==> src/rtl/scores_scanner_pkg.sv <==
// Shared definitions for the score RAM scanner: state encoding and default
// geometry matching the score RAM instance.
package scores_scanner_pkg;

  localparam int SCORES_DEPTH  = 14;
  localparam int SCORES_DATA_W = 14;

  typedef enum logic [1:0] {
    S_IDLE = 2'd0,
    S_SCAN = 2'd1,
    S_DONE = 2'd2
  } scan_state_t;

endpackage

==> src/rtl/scores_scan_accum.sv <==
// Registered max / sum / non-zero-count accumulator. clear wins over en;
// strict greater-than keeps the lowest address on equal maxima.
module scores_scan_accum #(
  parameter int DATA_W = 14,
  parameter int ADDR_W = 14,
  parameter int SUM_W  = 18,
  parameter int CNT_W  = 4
) (
  input  logic              clk,
  input  logic              reset,
  input  logic              clear,
  input  logic              en,
  input  logic [DATA_W-1:0] data,
  input  logic [ADDR_W-1:0] addr,
  output logic [DATA_W-1:0] max_score,
  output logic [ADDR_W-1:0] max_addr,
  output logic [SUM_W-1:0]  sum,
  output logic [CNT_W-1:0]  nonzero_count
);

  always_ff @(posedge clk or posedge reset) begin
    if (reset) begin
      max_score     <= '0;
      max_addr      <= '0;
      sum           <= '0;
      nonzero_count <= '0;
    end else if (clear) begin
      max_score     <= '0;
      max_addr      <= '0;
      sum           <= '0;
      nonzero_count <= '0;
    end else if (en) begin
      sum <= sum + SUM_W'(data);
      if (data != '0)
        nonzero_count <= nonzero_count + CNT_W'(1);
      if (data > max_score) begin
        max_score <= data;
        max_addr  <= addr;
      end
    end
  end

endmodule

==> src/rtl/scores_scanner.sv <==
// Walks the score RAM's combinational read port once per start request and
// reports high score, its address, total and non-zero count.
module scores_scanner
  import scores_scanner_pkg::*;
#(
  parameter int DEPTH  = SCORES_DEPTH,
  parameter int DATA_W = SCORES_DATA_W,
  parameter int ADDR_W = 14,
  parameter int SUM_W  = 18,
  parameter int CNT_W  = 4
) (
  input  logic              clk,
  input  logic              reset,
  input  logic              start,
  input  logic [DATA_W-1:0] rd_data,
  output logic [ADDR_W-1:0] read_addr,
  output logic              busy,
  output logic              done,
  output logic [DATA_W-1:0] max_score,
  output logic [ADDR_W-1:0] max_addr,
  output logic [SUM_W-1:0]  sum,
  output logic [CNT_W-1:0]  nonzero_count
);

  localparam logic [CNT_W-1:0] LAST_IDX = CNT_W'(DEPTH - 1);

  scan_state_t      state;
  logic [CNT_W-1:0] idx;
  logic             acc_clear;
  logic             acc_en;

  assign acc_clear = (state == S_IDLE) && start;
  assign acc_en    = (state == S_SCAN);

  // read_addr is kept as its own register mirroring idx so the RAM address
  // never depends combinationally on start.
  always_ff @(posedge clk or posedge reset) begin
    if (reset) begin
      state     <= S_IDLE;
      idx       <= '0;
      read_addr <= '0;
      busy      <= 1'b0;
      done      <= 1'b0;
    end else begin
      case (state)
        S_IDLE: begin
          read_addr <= '0;
          done      <= 1'b0;
          if (start) begin
            idx   <= '0;
            busy  <= 1'b1;
            state <= S_SCAN;
          end
        end
        S_SCAN: begin
          if (idx == LAST_IDX) begin
            idx       <= '0;
            read_addr <= '0;
            busy      <= 1'b0;
            done      <= 1'b1;
            state     <= S_DONE;
          end else begin
            idx       <= idx + CNT_W'(1);
            read_addr <= ADDR_W'(idx + CNT_W'(1));
          end
        end
        S_DONE: begin
          done  <= 1'b0;
          state <= S_IDLE;
        end
        default: begin
          idx       <= '0;
          read_addr <= '0;
          busy      <= 1'b0;
          done      <= 1'b0;
          state     <= S_IDLE;
        end
      endcase
    end
  end

  scores_scan_accum #(
    .DATA_W(DATA_W),
    .ADDR_W(ADDR_W),
    .SUM_W (SUM_W),
    .CNT_W (CNT_W)
  ) u_accum (
    .clk          (clk),
    .reset        (reset),
    .clear        (acc_clear),
    .en           (acc_en),
    .data         (rd_data),
    .addr         (read_addr),
    .max_score    (max_score),
    .max_addr     (max_addr),
    .sum          (sum),
    .nonzero_count(nonzero_count)
  );

endmodule

==> config.mk <==
export PLATFORM = sky130hd
export DESIGN_NAME = scores_scanner
export DESIGN_NICKNAME = d
export VERILOG_FILES = /design/src/rtl/scores_scanner_pkg.sv /design/src/rtl/scores_scan_accum.sv /design/src/rtl/scores_scanner.sv
export SDC_FILE = /design/constraint.sdc
export NUM_CORES = 1
export LEC_CHECK = 0
export CAP_MARGIN = 30
export CORE_MARGIN = 10
export CORE_UTILIZATION = 44
export DETAILED_ROUTE_END_ITERATION = 10
export GPL_TIMING_DRIVEN = 0
export PLACE_DENSITY = 0.79
export SLEW_MARGIN = 30
export SYNTH_ARGS = -nofsm -noshare
export SYNTH_HDL_FRONTEND = slang
export SYNTH_SLANG_ARGS = --single-unit
==> constraint.sdc <==
create_clock -name clk -period 3.3 [get_ports clk]
set_input_delay 0.33 -clock clk [delete_from_list [all_inputs] [get_ports clk]]
set_output_delay 0.33 -clock clk [all_outputs]
set_load 0.01 [all_outputs]
==> out/summary.txt <==
status - completed
Post-DP Area - 0.004170 mm2
CP required - 3.53 ns
Sw Pwr - 1.735 mW
Seq pwr share - 30.5%
Max FO, Critical Path - 4
placed insts - 550
Pins Over Slew Limit - 0
Main synth FF type - dfrtp_1
clk_lat worst skew - 0.32 ns
final WL - 8540 um
Hold Vio Cnt, Final - 0
number of buffers and inverters on the critical path - 1
Syn Inst Count - 369
fin crit share - 80.38%
H-tree depth - 2
maxcap violations - 0
Slew headroom - 55.18%
Via density - 5.203
final worst slack - 0.6476 ns
Pint - 2.347 mW
PD cells - 952.8 mW/mm2
fmax - 0.3770 GHz
die area - 0.01142 mm2
die height - 106.9 um
final net count - 505
worst slew pin tran - 0.6710 ns
Worst VDD drop - 0.0004355 V
family with the most delay on the worst path - compound AO/OA/AOI/OAI gates
Longest Clk Path Bufs - 2
drt wl/cell - 15.30 um
Detailed Routing Iterations Pass 1 - 4
top post-synthesis cells by area - dfrtp_1 41%, ha_1 11%, inv_1 4.4%
post-route ant nets - 0
critical-path cell list - clkdlybuf4s50_1 > ha_1 > fa_1 > a21oi_1 > o211ai_1 > a31oi_1 > nor2b_1 > a21oi_1 > o211ai_1 > o31ai_1
number of cells in the finished layout apart from fillers - 558
Pleak - 1.999 nW
initial DRC count - 219
DP HPWL - 6726 um
CP Capture Type - flip-flop
Cell variety after synth - 46
row count - 31
DR vias - 2,903
min cycle time layout - 2.652 ns
core area - 0.007292 mm2
root buffer cell - clkbuf_8
FFs w/ async S/R, synth - 100.0%
Final setup viols - 0
total power - 4.082 mW
layout cells sized above 1 - 8.279%
post-place setup slack - 0.3785 ns
kind of critical path - in2reg
Reg clk slew, reported paths - 0.10 ns
Final Instance Area - 0.004284 mm2
number of global-route vias before repair - 2,962
Post-Route Setup TNS - 0 ns
number of diodes - 0
Tot GR Track Use - 15.29%
Worst Hold Class - in2async
hold_ws - 0.3104 ns
top-area cell type share of the netlist area - 40.71%
largest net degree at the start of global routing - 33
post-cts resize count - 0
Clock Sinks - 54
first-pass GRT wire length - 14,420 um
EDFF count, synth - 0
Arrival @ worst endpoint - 2.88 ns
CP max-delay cell - clkdlybuf4s50_1
DRC viols - 0
area delta synth->final - 29.06%
post-synthesis sequential area ratio - 40.71%
Layout Skew - 0.01112 ns
RSZ-0062 raised after global routing - no
Die X - 106.9 um
fin util - 58.75%
Num CTS Buffers - 5
antenna violations before repair - 0
port buffer count - 64
clock power share - 11.2%
Startpoint Class - input port
synthesized cell area - 0.003319 mm2
IO Pins - 83
routability congestion estimate - 0.9050
grt ovf - 0
Critical Path Max Stage Delay - 0.48 ns
logic gate share of total power - 58.2%
Yosys top cell by area - dfrtp_1
Initial Util - 45.52%
CTS tree - done
FF+latch count, synth - 54
Switching Share - 42.50%
Synthesis Warnings - 0
Setup Fix Bufs, Post-CTS - 0
Post-CTS Hold Fix Bufs - 0
Syn Area/Cell - 8.996 um2
-- cells by family (layout without fill, tap and decap cells) --
kind of cell,Yosys count,count (layout),share of synthesized area (%)
xor gates and xnor gates,14,14,3.694
muxes,2,2,0.6031
buffers and inverters,67,140,10.03
other,1,18,0.1130
DFF,54,54,40.71
AOI/OAI and AO/OA,95,95,17.53
and+or+nand+nor,106,106,15.79
adders and majority gates,30,30,11.53
-- worst paths after layout --
| check | start | slack (ns) | cells after the start | to |
|---|---|---|---|---|
| worst max-delay path | rd_data[0] | 0.65 | 10 | u_accum.sum[16]$_DFFE_PP0P_ |
| worst min-delay path | reset | 0.31 | 2 | u_accum.nonzero_count[3]$_DFFE_PP0P_ |
| worst max register to register | u_accum.sum[0]$_DFFE_PP0P_ | 0.78 | 9 | u_accum.sum[16]$_DFFE_PP0P_ |
| worst min register to register | u_accum.max_addr[3]$_DFFE_PP0P_ | 0.52 | 2 | u_accum.max_addr[3]$_DFFE_PP0P_ |
| max in group asynchronous | reset | 2.52 | 3 | u_accum.sum[3]$_DFFE_PP0P_ |
| min in group clk | u_accum.max_addr[3]$_DFFE_PP0P_ | 0.52 | 2 | u_accum.max_addr[3]$_DFFE_PP0P_ |
-- metal layers --
metal  up-vias  track usage, %  wire (um)  share of wire (%)
li1       1416               -          -                  -
met4         0           6.190        157                1.8
met1      1378           18.78       3726                 44
met2        92           24.41       3991                 47
met5         -               0          0                  0
met3        17           4.731        665                7.8
-- layout by cell type, fill, tap and decap left out, types with 4 or more instances in the layout --
cell	netlist	final
clkdlybuf4s50_1	0	64
dfrtp_1	54	54
inv_1	39	38
nand2_1	33	33
ha_1	29	29
o21ai_1	28	28
nand3_1	27	27
a21oi_1	20	20
o21ai_0	19	19
buf_4	19	19
conb_1	1	18
nor2_1	17	17
xor2_1	10	10
a21o_1	7	7
clkbuf_1	6	6
nand4_1	6	6
nor2b_1	6	6
clkbuf_8	0	5
xnor2_1	4	4
o21a_1	4	4
-- state kept, by name (all words and copies together), names as in the netlist --
signal and flops:
u_accum.sum 18, u_accum.max_score 14, read_addr 5, u_accum.max_addr 5, idx 4, u_accum.nonzero_count 4
state 2, busy 1, done 1
-- layout make-up --
type | instances | area [um2]
Timing Repair Buffer | 65 | 660.6
Sequential cell | 54 | 1351
Buffer | 28 | 186.4
Clock buffer | 5 | 68.82
Tap cell | 99 | 123.9
Inverter | 39 | 148.9
Clock inverter | 3 | 45.04
Fill cell | 635 | 3008
Multi-Input combinational cell | 265 | 1699
-- synthesized netlist by cell type (2+ instances only) --
| cell | number |
|---|---|
| nor2b_1 | 6 |
| a21oi_1 | 20 |
| xor2_1 | 10 |
| a21o_1 | 7 |
| buf_4 | 19 |
| nor2_1 | 17 |
| and2_1 | 2 |
| clkbuf_1 | 6 |
| nand4_1 | 6 |
| o211ai_1 | 3 |
| a22o_1 | 3 |
| o21ai_0 | 19 |
| nand3_1 | 27 |
| dfrtp_1 | 54 |
| nand2_1 | 33 |
| inv_1 | 39 |
| nor4_1 | 3 |
| o21a_1 | 4 |
| buf_2 | 2 |
| mux2i_1 | 2 |
| or3_1 | 3 |
| xnor2_1 | 4 |
| o21ai_1 | 28 |
| o31ai_1 | 2 |
| ha_1 | 29 |
-- power by group through the flow --
stage,Clock (mW),Combinational (mW),Sequential (mW)
floorplan,0,1.35,1.33
global placement,0,2.30,1.24
detailed placement,0,2.38,1.26
CTS,0.469,2.39,1.25
global route,0.492,2.67,1.29
finish,0.459,2.38,1.25
Power figures use the tool's default switching activity.
